===== src/rtl/hex_display_scanner_pkg.sv =====
// Shared types and segment codes for the 7-segment scanner.
// Segment codes are active-low, bit0=a .. bit6=g, bit7=dp.
package hex_display_scanner_pkg;

    localparam logic [7:0] SEG_BLANK = 8'hFF;

    // Index 0 is the rightmost entry.
    localparam logic [15:0][7:0] HEX_SEG = {
        8'h8E, 8'h86, 8'hA1, 8'hC6,
        8'h83, 8'h88, 8'h90, 8'h80,
        8'hF8, 8'h82, 8'h92, 8'h99,
        8'hB0, 8'hA4, 8'hF9, 8'hC0
    };

    typedef struct packed {
        logic [3:0] data;
        logic       dp;
        logic       show;
        logic       blink;
    } digit_t;

    typedef enum logic {
        CTL_IDLE,
        CTL_CLEAR
    } ctl_state_t;

    typedef enum logic {
        SCAN_BLANK,
        SCAN_SHOW
    } scan_state_t;

endpackage


===== src/rtl/hex_display_scanner_hex_to_seg.sv =====
// Combinational hex digit + decimal point to active-low segments.
// Shared with other display glue.
module hex_to_seg
    import hex_display_scanner_pkg::*;
(
    input  logic [3:0] hex,
    input  logic       dp,
    output logic [7:0] seg_n
);

    logic [7:0] code;

    assign code  = HEX_SEG[hex];
    assign seg_n = {code[7] & ~dp, code[6:0]};

endmodule


===== src/rtl/hex_display_scanner.sv =====
// Multiplexed 7-segment scanner with per-digit register file,
// blanking gap between digits, per-digit blink and bulk clear.
module hex_display_scanner
    import hex_display_scanner_pkg::*;
#(
    parameter int NUM_DIGITS   = 6,
    parameter int TICK_DIV     = 50000,
    parameter int BLANK_CYCLES = 16,
    parameter int BLINK_DIV    = 250
) (
    input  logic                  CLOCK_50,
    input  logic                  RESET_N,
    input  logic                  wr_valid,
    output logic                  wr_ready,
    input  logic [2:0]            wr_addr,
    input  logic [3:0]            wr_data,
    input  logic                  wr_dp,
    input  logic                  wr_show,
    input  logic                  wr_blink,
    output logic                  wr_err,
    input  logic                  clr_req,
    output logic                  busy,
    output logic [7:0]            seg_n,
    output logic [NUM_DIGITS-1:0] dig_en
);

    localparam int PW = $clog2(TICK_DIV + 1);
    localparam int BW = $clog2(BLINK_DIV + 1);

    localparam logic [PW-1:0] PRE_LAST   = PW'(TICK_DIV - 1);
    localparam logic [PW-1:0] BLK_LAST   = PW'(BLANK_CYCLES - 1);
    localparam logic [BW-1:0] BLINK_LAST = BW'(BLINK_DIV - 1);
    localparam logic [2:0]    IDX_LAST   = 3'(NUM_DIGITS - 1);

    digit_t                  ent [NUM_DIGITS];
    digit_t                  cur;
    ctl_state_t              ctl;
    scan_state_t             scan_st;
    logic [PW-1:0]           pre;
    logic [BW-1:0]           blink_cnt;
    logic                    phase;
    logic [2:0]              idx;
    logic [2:0]              clr_ptr;
    logic [7:0]              cur_seg;
    logic [NUM_DIGITS-1:0]   onehot;
    logic                    wrap;
    logic                    accept;
    logic                    addr_ok;
    logic                    visible;

    always_comb begin
        cur    = '0;
        onehot = '0;
        for (int i = 0; i < NUM_DIGITS; i++) begin
            if (idx == 3'(i)) begin
                cur       = ent[i];
                onehot[i] = 1'b1;
            end
        end
    end

    hex_to_seg u_dec (
        .hex   (cur.data),
        .dp    (cur.dp),
        .seg_n (cur_seg)
    );

    assign wrap     = (pre == PRE_LAST);
    assign wr_ready = RESET_N && (ctl == CTL_IDLE) && !clr_req;
    assign accept   = wr_valid && wr_ready;
    assign addr_ok  = (32'(wr_addr) < NUM_DIGITS);
    assign busy     = (ctl == CTL_CLEAR);
    assign visible  = cur.show && !(cur.blink && phase);

    // Scan sequencing and registered pin drive
    always_ff @(posedge CLOCK_50 or negedge RESET_N) begin
        if (!RESET_N) begin
            pre       <= '0;
            idx       <= '0;
            scan_st   <= SCAN_BLANK;
            blink_cnt <= '0;
            phase     <= 1'b0;
            seg_n     <= SEG_BLANK;
            dig_en    <= '0;
        end else begin
            pre <= wrap ? '0 : pre + 1'b1;
            if (wrap) begin
                scan_st <= SCAN_BLANK;
                idx     <= (idx == IDX_LAST) ? 3'd0 : idx + 3'd1;
                if (blink_cnt == BLINK_LAST) begin
                    blink_cnt <= '0;
                    phase     <= ~phase;
                end else begin
                    blink_cnt <= blink_cnt + 1'b1;
                end
            end else if (scan_st == SCAN_BLANK && pre == BLK_LAST) begin
                scan_st <= SCAN_SHOW;
            end
            if (scan_st == SCAN_SHOW) begin
                dig_en <= onehot;
                seg_n  <= visible ? cur_seg : SEG_BLANK;
            end else begin
                dig_en <= '0;
                seg_n  <= SEG_BLANK;
            end
        end
    end

    // Register file ownership: host writes or sequential clear
    always_ff @(posedge CLOCK_50 or negedge RESET_N) begin
        if (!RESET_N) begin
            ctl     <= CTL_IDLE;
            clr_ptr <= '0;
            wr_err  <= 1'b0;
            for (int i = 0; i < NUM_DIGITS; i++) ent[i] <= '0;
        end else begin
            wr_err <= accept && !addr_ok;
            unique case (ctl)
                CTL_IDLE: begin
                    if (clr_req) begin
                        ctl     <= CTL_CLEAR;
                        clr_ptr <= '0;
                    end else if (accept && addr_ok) begin
                        for (int i = 0; i < NUM_DIGITS; i++) begin
                            if (wr_addr == 3'(i))
                                ent[i] <= '{wr_data, wr_dp, wr_show, wr_blink};
                        end
                    end
                end
                CTL_CLEAR: begin
                    for (int i = 0; i < NUM_DIGITS; i++) begin
                        if (clr_ptr == 3'(i)) ent[i] <= '0;
                    end
                    if (clr_ptr == IDX_LAST) ctl <= CTL_IDLE;
                    else clr_ptr <= clr_ptr + 3'd1;
                end
                default: ctl <= CTL_IDLE;
            endcase
        end
    end

endmodule


===== config.mk =====
export PLATFORM = sky130hd
export DESIGN_NAME = hex_display_scanner
export DESIGN_NICKNAME = d
export VERILOG_FILES = /design/src/rtl/hex_display_scanner_pkg.sv /design/src/rtl/hex_display_scanner_hex_to_seg.sv /design/src/rtl/hex_display_scanner.sv
export SDC_FILE = /design/constraint.sdc
export NUM_CORES = 1
export LEC_CHECK = 0
export BUFFER_PORTS_ARGS = -buffer_cell sky130_fd_sc_hd__buf_2
export CAP_MARGIN = 20
export CORE_MARGIN = 4
export CORE_UTILIZATION = 40
export CTS_BUF_LIST = sky130_fd_sc_hd__clkbuf_4 sky130_fd_sc_hd__clkbuf_8
export CTS_CLUSTER_SIZE = 16
export DETAILED_ROUTE_END_ITERATION = 10
export PLACE_DENSITY_LB_ADDON = 0.3
export SLEW_MARGIN = 20
export SYNTH_ARGS = -nofsm -noshare
export SYNTH_HDL_FRONTEND = slang
export SYNTH_SLANG_ARGS = --single-unit

===== constraint.sdc =====
create_clock -name CLOCK_50 -period 3.9 [get_ports CLOCK_50]
set_input_delay 0.975 -clock CLOCK_50 [delete_from_list [all_inputs] [get_ports CLOCK_50]]
set_output_delay 0.975 -clock CLOCK_50 [all_outputs]
set_load 0.01 [all_outputs]

==> summary.txt, run 1 <==
Setup path
  • Setup crit end kind: flip-flop
  • CP arrival: 3230 ps
  • Reg2reg start: idx[2]$_DFFE_PN0N_
  • Worst EP required: 4190 ps
  • CP startpoint kind: flip-flop
  • WS Path Type: reg2reg
  • Critical path launch point: idx[2]$_DFFE_PN0N_
  • Crit path max fanout: 21

Yosys
  • Yosys warns: 0
  • Synth Area in Simple Gates: 21.1%
  • Cell variety after synth: 54
  • Area fraction of the dominant cell type after synthesis: 45.3%
  • XOR/XNOR Fraction of Synth Area: 2.70%
  • Yosys reg bits: 90
  • Adder-cell share of the synthesized area: 4.42%
  • Synth cell count leaders: 107 x nand2_1, 82 x dfrtp_1, 64 x o21ai_0, 22 x nor2_1, 21 x nand3_1
  • Ys async rst share: 100%
  • Mux share of post-synthesis cell area: 3.20%
  • Number of flops mapped to enable cells by yosys: 0
  • Most common cell in the synthesized netlist: nand2_1
  • Compound-Gate Fraction of Synth Area: 14.8%
  • Largest area contributor in the netlist: dfrtp_1
  • Post-synthesis sequential area ratio: 49.9%
  • Synth top area cells: dfrtp_1 45%, nand2_1 8.9%, o21ai_0 7.1%, dfstp_2 4.6%, ha_1 4.4%
  • Main combinational cell family by area after synthesis: simple AND/OR/NAND/NOR gates
  • Mean post-synth cell area: 9.29 sq um
  • Cells after Synth: 488
  • Cell area after synthesis: 4530 sq um
  • Mapped Nets: 518
  • Synth Flop Type: dfrtp_1

Detailed routing
  • Top Metal Used: met4
  • WL final: 9640 microns
  • WL met2: 4410 microns
  • DR vias: 3,467
  • DR pass1 iterations: 4
  • Vias/cell: 5.27
  • Routed len/inst: 14.6 microns
  • M1 WL: 4720 microns
  • Starting DRT DRC Count: 252
  • Residual DRC count: 0
  • Met3 wire length: 368 microns
  • DRT antenna net count: 0

GRT
  • Grt ovf: 0
  • First-pass GRT wire length: 16,300 microns
  • Largest net degree at the start of global routing: 70
  • Vias in the first global route: 3,264
  • Antenna violations before repair: 0
  • GRT Total Usage: 15.7%

Timing
  • Final setup fails: 0
  • Worst-Margin Slew: 921 ps
  • Setup TNS: 0 ps
  • Fmax achieved: 0.340 GHz
  • RSZ-0062 raised after global routing: false
  • Max-slew violations: 0
  • Worst slew margin: 38.6%
  • Fin crit period: 2940 ps
  • Final period util: 75.4%
  • Clock skew: 13.2 ps
  • Final hold vios: 0

Place
  • Port buffer count: 30
  • Final HPWL DP: 6780 microns
  • Routability cong.: 0.858
  • Inst Count DP: 642

Finish
  • Non-filler instance count after layout: 658
  • Nets: 543
  • Ant. Diodes: 0
  • Area grow syn2layout: 10.5%
  • Share of post-route cells with drive strength above 1: 13.7%
  • Filler cell count: 1,039

Floorplan
  • Row count: 38
  • Die area: 13,100 sq um
  • Core area: 11,000 sq um
  • Chip Width: 114 microns
  • IO Count: 31
  • Chip height: 114 microns
  • Initial Util: 41.3%

CTS
  • Root buffer cell: clkbuf_8
  • CTS tree: built
  • H-tree levels: 3
  • Clock transition at path regs: 100 ps
  • Post_cts resized: 0
  • # hold bufs at CTS: 0
  • Largest buffer count on any clock path: 2
  • CTS Buf Count: 9
  • CTS sink cnt: 90
  • Total setup buffers inserted after CTS: 0
  • Worst-Skew Late Latency: 360 ps

Outcome
  • Status: finished clean

Flow run
  • Max-cap viol count: 0

Pwr
  • Worst vdd ir: 0.000223 V
  • Power density cells: 452 nW/um^2
  • Leakage: 0.00218 uW

Min path
  • Hold WC Path Type: reg2reg
  • Hold path start: blink_cnt[7]$_DFFE_PN0N_
[registers in the layout (all words and copies together) (netlist names)]
signal     cells
ent           42
pre           16
blink_cnt      8
seg_n          8
dig_en         6
clr_ptr        3
idx            3
busy           1
phase          1
scan_st        1
wr_err         1
[cell type report]
cell class / count / area (sq um) / share of cell area [%]
clock buffers: 10 / 138 / 2.75
clock inverters: 6 / 88.8 / 1.77
inverters: 16 / 60.1 / 1.20
multi-input cells: 361 / 2100 / 41.8
flip-flops and latches: 90 / 2260 / 45.2
well taps: 140 / 175 / 3.50
repair buffers: 35 / 190 / 3.80
[cell usage in the layout, fill, tap and decap left out, types with 6 or more instances in the layout]
| master | Yosys | final |
|---|---|---|
| and3_1 | 9 | 9 |
| xnor2_1 | 7 | 7 |
| xor2_1 | 7 | 7 |
| nand4_1 | 7 | 7 |
| buf_2 | 3 | 29 |
| inv_1 | 16 | 16 |
| dfstp_2 | 8 | 8 |
| a31oi_1 | 8 | 8 |
| nand3_1 | 21 | 21 |
| clkbuf_8 | 0 | 10 |
| nand2_1 | 107 | 107 |
| nor3_1 | 8 | 8 |
| mux2i_1 | 7 | 7 |
| ha_1 | 16 | 16 |
| a21oi_1 | 10 | 10 |
| nor2_1 | 22 | 22 |
| dfrtp_1 | 82 | 82 |
| nand2b_1 | 10 | 10 |
| o21ai_0 | 64 | 64 |
| buf_4 | 1 | 6 |
[per-stage QoR]
step	cell area, sq um	utilization, %	worst slack (ps)	total power [uW]	hold WS, ps
detailed placement	4780	43.6	985	1560	473
CTS	5010	45.6	964	2290	490
global placement	4780	43.6	1110	1550	463
floorplan	4530	-	957	1420	438
global route	5010	45.6	610	2410	501
finish	5010	45.6	959	2270	491
[power breakdown]
| group | internal (uW) | switching [uW] |
|---|---|---|
| Combinational | 141 | 244 |
| Sequential | 1060 | 94.7 |
| Clock | 380 | 343 |
| Total | 1580 | 682 |
[worst max-delay path, stage by stage (launching register included)]
cell and delay [ps]:
dfrtp_1 530, inv_1 200, ha_1 470, a221o_1 350, a22oi_1 440, inv_1 170, ha_1 250, inv_1 100
nor2_2 50, a211oi_2 200, o21ai_1 100
[routing by layer]
metal  vias up  global-route usage (%)
met4         0                    5.30
met1      1667                    22.3
li1       1728                       -
met3        12                    3.54
met2        60                    23.7
met5         -                       0
[worst paths after layout]
kind	to	slack (ps)	cells after the start
worst max register to register	seg_n[3]$_DFF_PN1_	960	10
max in group asynchronous	ent[23]$_DFFE_PN0P_	2230	2
worst min register to register	blink_cnt[7]$_DFFE_PN0N_	490	1
min in group asynchronous	busy$_DFF_PN0_	500	1
worst min-delay path	blink_cnt[7]$_DFFE_PN0N_	490	1
worst max-delay path	seg_n[3]$_DFF_PN1_	960	10
[cell families after synthesis]
| logic type | Yosys count |
|---|---|
| adders and majority gates | 16 |
| DFF | 90 |
| and+or+nand+nor | 208 |
| xor gates and xnor gates | 14 |
| buffers and inverters | 37 |
| muxes | 13 |
| AOI/OAI and AO/OA | 110 |
(Power assumes the default switching activity.)
==> run 2, diff against run 1 <==
==> constraint.sdc (replaced) <==
create_clock -name CLOCK_50 -period 2.5 [get_ports CLOCK_50]
set_input_delay 0.625 -clock CLOCK_50 [delete_from_list [all_inputs] [get_ports CLOCK_50]]
set_output_delay 0.625 -clock CLOCK_50 [all_outputs]
set_load 0.01 [all_outputs]
==> run 2 against run 1 <==
Worst hold slack got worse by 400 ps. Via count increased by 1.2%. Largest power group unchanged. Design area grew 2.2%. Critical path depth grew 1.
==> summary.txt, run 2 (synthesized netlist as in run 1, its figures left out) <==
CTS
  • # hold bufs at CTS: 0 (unchanged)
  • Worst-Skew Late Latency: 360 ps (about the same)
  • Largest buffer count on any clock path: 2 (unchanged)
  • Clock transition at path regs: 90 ps (about the same)
  • H-tree levels: 3 (unchanged)
  • CTS sink cnt: 90 (unchanged)
  • Root buffer cell: clkbuf_8
  • CTS Buf Count: 9 (unchanged)
  • CTS tree: built

Floorplan
  • Die area: 13,100 sq um (unchanged)
  • Row count: 38 (unchanged)
  • Core area: 11,000 sq um (unchanged)
  • IO Count: 31 (unchanged)
  • Initial Util: 41.3% (unchanged)
  • Chip height: 114 microns (unchanged)
  • Chip Width: 114 microns (unchanged)

Detailed routing
  • Routed len/inst: 14.7 microns (+0.47%)
  • Residual DRC count: 0 (unchanged)
  • Vias/cell: 5.19 (-1.5%)
  • DR vias: 3,510 (+1.2%)
  • Starting DRT DRC Count: 261 (+3.6%)
  • DRT antenna net count: 0 (unchanged)
  • DR pass1 iterations: 6 (+2)
  • WL final: 9950 microns (+3.2%)

Pwr
  • Worst vdd ir: 0.000297 V (+33%)
  • Power density cells: 658 nW/um^2 (+45%)
  • Leakage: 0.00224 uW (+2.7%)

Setup path
  • Crit path max fanout: 14 (-33%)
  • CP most frequent cell: ha_2
  • Worst Reg-to-Reg Cells: 11 (+1)
  • Reg2reg start: idx[0]$_DFFE_PN0N_
  • FF-to-FF setup slack: 70 ps (-890 ps)
  • WS Path Type: reg2reg
  • Top cell family by delay on the critical path: compound AO/OA/AOI/OAI gates
  • CP cell instances: and2_4 -> ha_2 -> buf_4 -> a31oi_1 -> o31a_1 -> inv_1 -> ha_2 -> inv_2 -> nor2_2 -> a211oi_2 -> o21ai_1
  • CP Buf/Inv Count: 3 (unchanged)
  • R2R Path End: seg_n[3]$_DFF_PN1_
  • CP arrival: 2710 ps (-520 ps)
  • Setup crit end kind: flip-flop
  • CP startpoint kind: flip-flop
  • Worst EP required: 2790 ps (-1400 ps)
  • CP max stage delay: 480 ps (-50 ps)
  • Critical-path top delay cell: dfrtp_2

Flow run
  • Max-cap viol count: 0 (unchanged)

Finish
  • Non-filler instance count after layout: 676 (+2.7%)
  • Most flop-heavy register: ent
  • Commonest non-fill, non-tap cell in the layout: nand2_1
  • Largest regs: ent (42), pre (16)
  • Most frequent cells in the layout: 106 x nand2_1, 81 x dfrtp_1, 64 x o21ai_0, 29 x buf_2, 24 x buf_4
  • Ant. Diodes: 0 (unchanged)
  • Share of post-route cells with drive strength above 1: 18.1% (+4.4 points)
  • Nets: 561 (+3.3%)
  • Post-layout util: 46.6% (+1.0 points)
  • Max reg flops: 42 (unchanged)
  • Cell area after layout: 5120 sq um (+2.2%)
  • Area grow syn2layout: 12.9%

Timing
  • Fin crit period: 2430 ps (-512 ps)
  • Worst slew margin: 41.0% (+2.4 points)
  • Final hold vios: 0 (unchanged)
  • Worst-Margin Slew: 885 ps (-36.1 ps)
  • Fmax achieved: 0.412 GHz (+21%)
  • Clock skew: 11.0 ps (-2.25 ps)
  • Max-slew violations: 0 (unchanged)
  • Final setup fails: 0 (unchanged)
  • Final period util: 97.2% (+22 points)

Place
  • Routability cong.: 0.836 (-2.5%)
  • Inst Count DP: 655 (+2.0%)
  • Final HPWL DP: 7240 microns (+6.8%)
  • Port buffer count: 30 (unchanged)
  • Placed Area: 4900 sq um (+2.5%)

GRT
  • GRT Total Usage: 16.1% (+0.36 points)
  • Largest net degree at the start of global routing: 55 (-21%)
  • Antenna violations before repair: 0 (unchanged)
  • Grt ovf: 0 (unchanged)
  • Vias in the first global route: 3,441 (+5.4%)
  • First-pass GRT wire length: 16,700 microns (+2.4%)

Min path
  • Hold WC Path Type: in2async

Outcome
  • Status: finished clean
==> run 2: layout make-up <==
cell class | instances | area (sq um)
inverter | 16 | 60.1
tap | 140 | 175
fill | 1039 | 5860
multi-input combinational | 361 | 2120
clock buffer | 10 | 138
timing repair buffer | 53 | 325
sequential | 90 | 2260
clock inverter | 6 | 41.3
==> run 2: worst max-delay path by stage <==
stage | depth (start not counted) | slack [ps] | to | from
2_1_floorplan | 16 | 0.6 | seg_n[3]$_DFF_PN1_ | idx[0]$_DFFE_PN0N_
3_3_place_gp | 11 | 180 | seg_n[3]$_DFF_PN1_ | idx[0]$_DFFE_PN0N_
3_5_place_dp | 11 | 100 | seg_n[3]$_DFF_PN1_ | idx[0]$_DFFE_PN0N_
4_1_cts | 11 | 70 | seg_n[3]$_DFF_PN1_ | idx[0]$_DFFE_PN0N_
5_1_grt | 11 | -30 | seg_n[3]$_DFF_PN1_ | idx[0]$_DFFE_PN0N_
6_report | 11 | 70 | seg_n[3]$_DFF_PN1_ | idx[0]$_DFFE_PN0N_
==> run 2: what timing repair did <==
| item | in CTS | in global routing |
|---|---|---|
| setup endpoints to repair | 0 | 3 |
| setup buffers | 0 | 5 |
| resized for setup | 0 | 1 |
==> run 2: where the power goes <==
group / switching (uW) / internal [uW] / leakage, uW / total [uW]
registers: 132 / 1660 / 0.00118 / 1790
clock network: 523 / 388 / 0.0000847 / 910
logic: 417 / 248 / 0.000971 / 665
total: 1070 / 2290 / 0.00224 / 3370
==> run 2: per-layer routing <==
| metal | GRT usage, % | wire (microns) |
|---|---|---|
| met4 | 6.49 | 181 |
| met2 | 25.8 | 4720 |
| met5 | 0 | 0 |
| met3 | 2.33 | 325 |
| met1 | 21.9 | 4710 |
==> run 2: through the flow <==
| step | hold slack, ps | setup slack (ps) | power, uW | setup TNS (ps) |
|---|---|---|---|---|
| 3_5_place_dp | 477 | 102 | 2470 | 0 |
| 4_1_cts | 79.4 | 67.1 | 3380 | 0 |
| 6_report | 89.7 | 70.7 | 3370 | 0 |
| 3_3_place_gp | 467 | 181 | 2440 | 0 |
| 2_1_floorplan | 329 | 0.648 | 2220 | 0 |
| 5_1_grt | 86.6 | -32.5 | 3580 | -47.7 |
==> run 3, diff against run 2 <==
--- a/config.mk
+++ b/config.mk
@@ -7,7 +7,7 @@
 export LEC_CHECK = 0
 export BUFFER_PORTS_ARGS = -buffer_cell sky130_fd_sc_hd__buf_2
 export CAP_MARGIN = 20
-export CORE_MARGIN = 4
+export CORE_MARGIN = 5
 export CORE_UTILIZATION = 40
 export CTS_BUF_LIST = sky130_fd_sc_hd__clkbuf_4 sky130_fd_sc_hd__clkbuf_8
 export CTS_CLUSTER_SIZE = 16
==> constraint.sdc (replaced) <==
create_clock -name CLOCK_50 -period 2.5 [get_ports CLOCK_50]
set_input_delay 0.375 -clock CLOCK_50 [delete_from_list [all_inputs] [get_ports CLOCK_50]]
set_output_delay 0.375 -clock CLOCK_50 [all_outputs]
set_load 0.01 [all_outputs]
==> run 3 against run 2 <==
Sequential power is essentially flat. Total power grew 2.6%. Global-route usage shrank 0.35 points. Sequential share of layout area shrank 0.18 points. Cell count shrank 0.30%. Die area grew 3.5%. Combinational power shrank 3.2%. Non-clock buffer count shrank 2. Highest routed layer unchanged.
==> summary.txt, run 3 (synthesized netlist as in run 1, its figures left out) <==
Place
  • Routability cong.: 0.819 (-2.1%)
  • Port buffer count: 30 (unchanged)
  • Final HPWL DP: 7060 microns (-2.5%)

GRT
  • GRT Total Usage: 15.7% (-0.35 points)
  • Grt met3 use: 3.21% (+0.89 points)
  • Met2 GRT Util: 24.0% (-1.8 points)
  • Vias in the first global route: 3,307 (-3.9%)
  • Largest net degree at the start of global routing: 51 (-7.3%)
  • M1 GR Usage: 21.4% (-0.42 points)
  • Antenna violations before repair: 0 (unchanged)
  • First-pass GRT wire length: 16,300 microns (-2.1%)
  • Grt ovf: 0 (unchanged)
  • Grt peak-use layer: met2

Finish
  • Area grow syn2layout: 13.4%
  • Post-layout util: 46.8% (+0.19 points)
  • Most frequent cells in the layout: 106 x nand2_1, 81 x dfrtp_1, 64 x o21ai_0, 29 x buf_2, 22 x nor2_1
  • Most flop-heavy register: ent
  • Ant. Diodes: 0 (unchanged)
  • Nets: 559 (-0.36%)
  • Share of post-route cells with drive strength above 1: 17.6% (-0.49 points)
  • Largest regs: ent (42), pre (16)
  • Commonest non-fill, non-tap cell in the layout: nand2_1
  • Max reg flops: 42 (unchanged)

Detailed routing
  • DR vias: 3,477 (-0.94%)
  • DRT antenna net count: 0 (unchanged)
  • Routed len/inst: 14.5 microns (-1.6%)
  • WL final: 9760 microns (-1.9%)
  • Vias/cell: 5.16 (-0.65%)
  • DR pass1 iterations: 4 (-2)
  • Starting DRT DRC Count: 214 (-18%)
  • Residual DRC count: 0 (unchanged)

Pwr
  • Leakage: 0.00225 uW (+0.52%)
  • Worst vdd ir: 0.000251 V (-15%)
  • Power density cells: 672 nW/um^2 (+2.1%)

Outcome
  • Status: finished clean

Setup path
  • CP cell instances: buf_4 -> mux2_4 -> a221o_1 -> a22oi_2 -> nor2b_1 -> a22o_1 -> o21ai_1
  • CP arrival: 2620 ps (-90 ps)
  • Crit path max fanout: 11 (-3)
  • Worst EP required: 2790 ps (about the same)
  • Critical-path top delay cell: dfrtp_1
  • WS Path Type: reg2reg
  • CP startpoint kind: flip-flop
  • CP max stage delay: 450 ps (-30 ps)
  • Setup crit end kind: flip-flop

Min path
  • Hold WC Path Type: in2reg

Floorplan
  • Chip Width: 116 microns (+1.7%)
  • Initial Util: 41.3% (unchanged)
  • Core area: 11,000 sq um (unchanged)
  • Row count: 38 (unchanged)
  • Chip height: 116 microns (+1.7%)
  • IO Count: 31 (unchanged)
  • Die area: 13,600 sq um (+3.5%)

CTS
  • CTS tree: built
  • CTS sink cnt: 90 (unchanged)
  • Clock transition at path regs: 90 ps (about the same)
  • Worst-Skew Late Latency: 370 ps (about the same)
  • H-tree levels: 3 (unchanged)
  • Root buffer cell: clkbuf_8
  • Largest buffer count on any clock path: 2 (unchanged)
  • CTS Buf Count: 9 (unchanged)

Timing
  • Worst slew margin: 43.1% (+2.1 points)
  • Worst-Margin Slew: 854 ps (-31.0 ps)
  • Fin crit period: 2330 ps (-100 ps)
  • Max-slew violations: 0 (unchanged)
  • Final period util: 93.2% (-4.0 points)
  • Setup TNS: 0 ps (unchanged)
  • Final hold vios: 0 (unchanged)
  • Final setup fails: 0 (unchanged)
  • Fmax achieved: 0.429 GHz (+4.3%)
  • RSZ-0062 raised after global routing: false
  • Clock skew: 13.5 ps (+2.51 ps)

Flow run
  • Max-cap viol count: 0 (unchanged)
## run 3: final cells by class
| cell class | count | area (sq um) |
|---|---|---|
| sequential | 90 | 2260 |
| fill | 1020 | 5840 |
| inverter | 16 | 60.1 |
| timing repair buffer | 51 | 313 |
| multi-input combinational | 361 | 2130 |
| clock inverter | 3 | 42.5 |
| clock buffer | 13 | 160 |
| tap | 140 | 175 |
## run 3: worst max-delay path, delay by kind of cell (launching register included)
family,cells,cell delay (ps)
AOI/OAI and AO/OA,4,910
muxes,1,310
DFF,1,450
and+or+nand+nor,1,310
buffers and inverters,1,270
## run 3: metal layers
layer	wire [microns]	part of all wire, %	up-vias
met5	0	0	-
met4	217	2.2	0
met3	349	3.6	13
met2	4550	47	46
met1	4640	48	1661
li1	-	-	1757
## run 3: where the power goes
part / switching, uW / internal, uW
Sequential: 132 / 1660
Combinational: 401 / 243
Clock: 496 / 522
## run 3: stage by stage
stage	setup WS, ps	cells	instance area (sq um)	power (uW)	hold WS (ps)
floorplan	0.648	488	4580	2220	79.4
global placement	256	654	4890	2430	207
detailed placement	177	654	4890	2460	208
CTS	164	671	5110	3500	275
global route	11.3	674	5140	3690	299
finish	171	674	5140	3450	293
## run 3: timing repair
| item | 4_1_cts | 5_1_grt |
|---|---|---|
| hold endpoints to repair | 4 | 0 |
| hold buffers | 1 | 0 |
| resized for setup | 0 | 2 |
| setup buffers | 0 | 3 |
| setup endpoints to repair | 0 | 3 |
## run 3: path summary, 6_finish.rpt
kind	start	endpoint	slack [ps]	depth (start not counted)
max	idx[0]$_DFFE_PN0N_	seg_n[0]$_DFF_PN1_	170	7
min	clr_req	busy$_DFF_PN0_	290	3
max reg2reg	idx[0]$_DFFE_PN0N_	seg_n[0]$_DFF_PN1_	170	7
min reg2reg	blink_cnt[6]$_DFFE_PN0N_	blink_cnt[6]$_DFFE_PN0N_	470	1
max in group asynchronous	RESET_N	ent[38]$_DFFE_PN0P_	780	4
min in group asynchronous	RESET_N	clr_ptr[1]$_DFFE_PN0P_	370	2
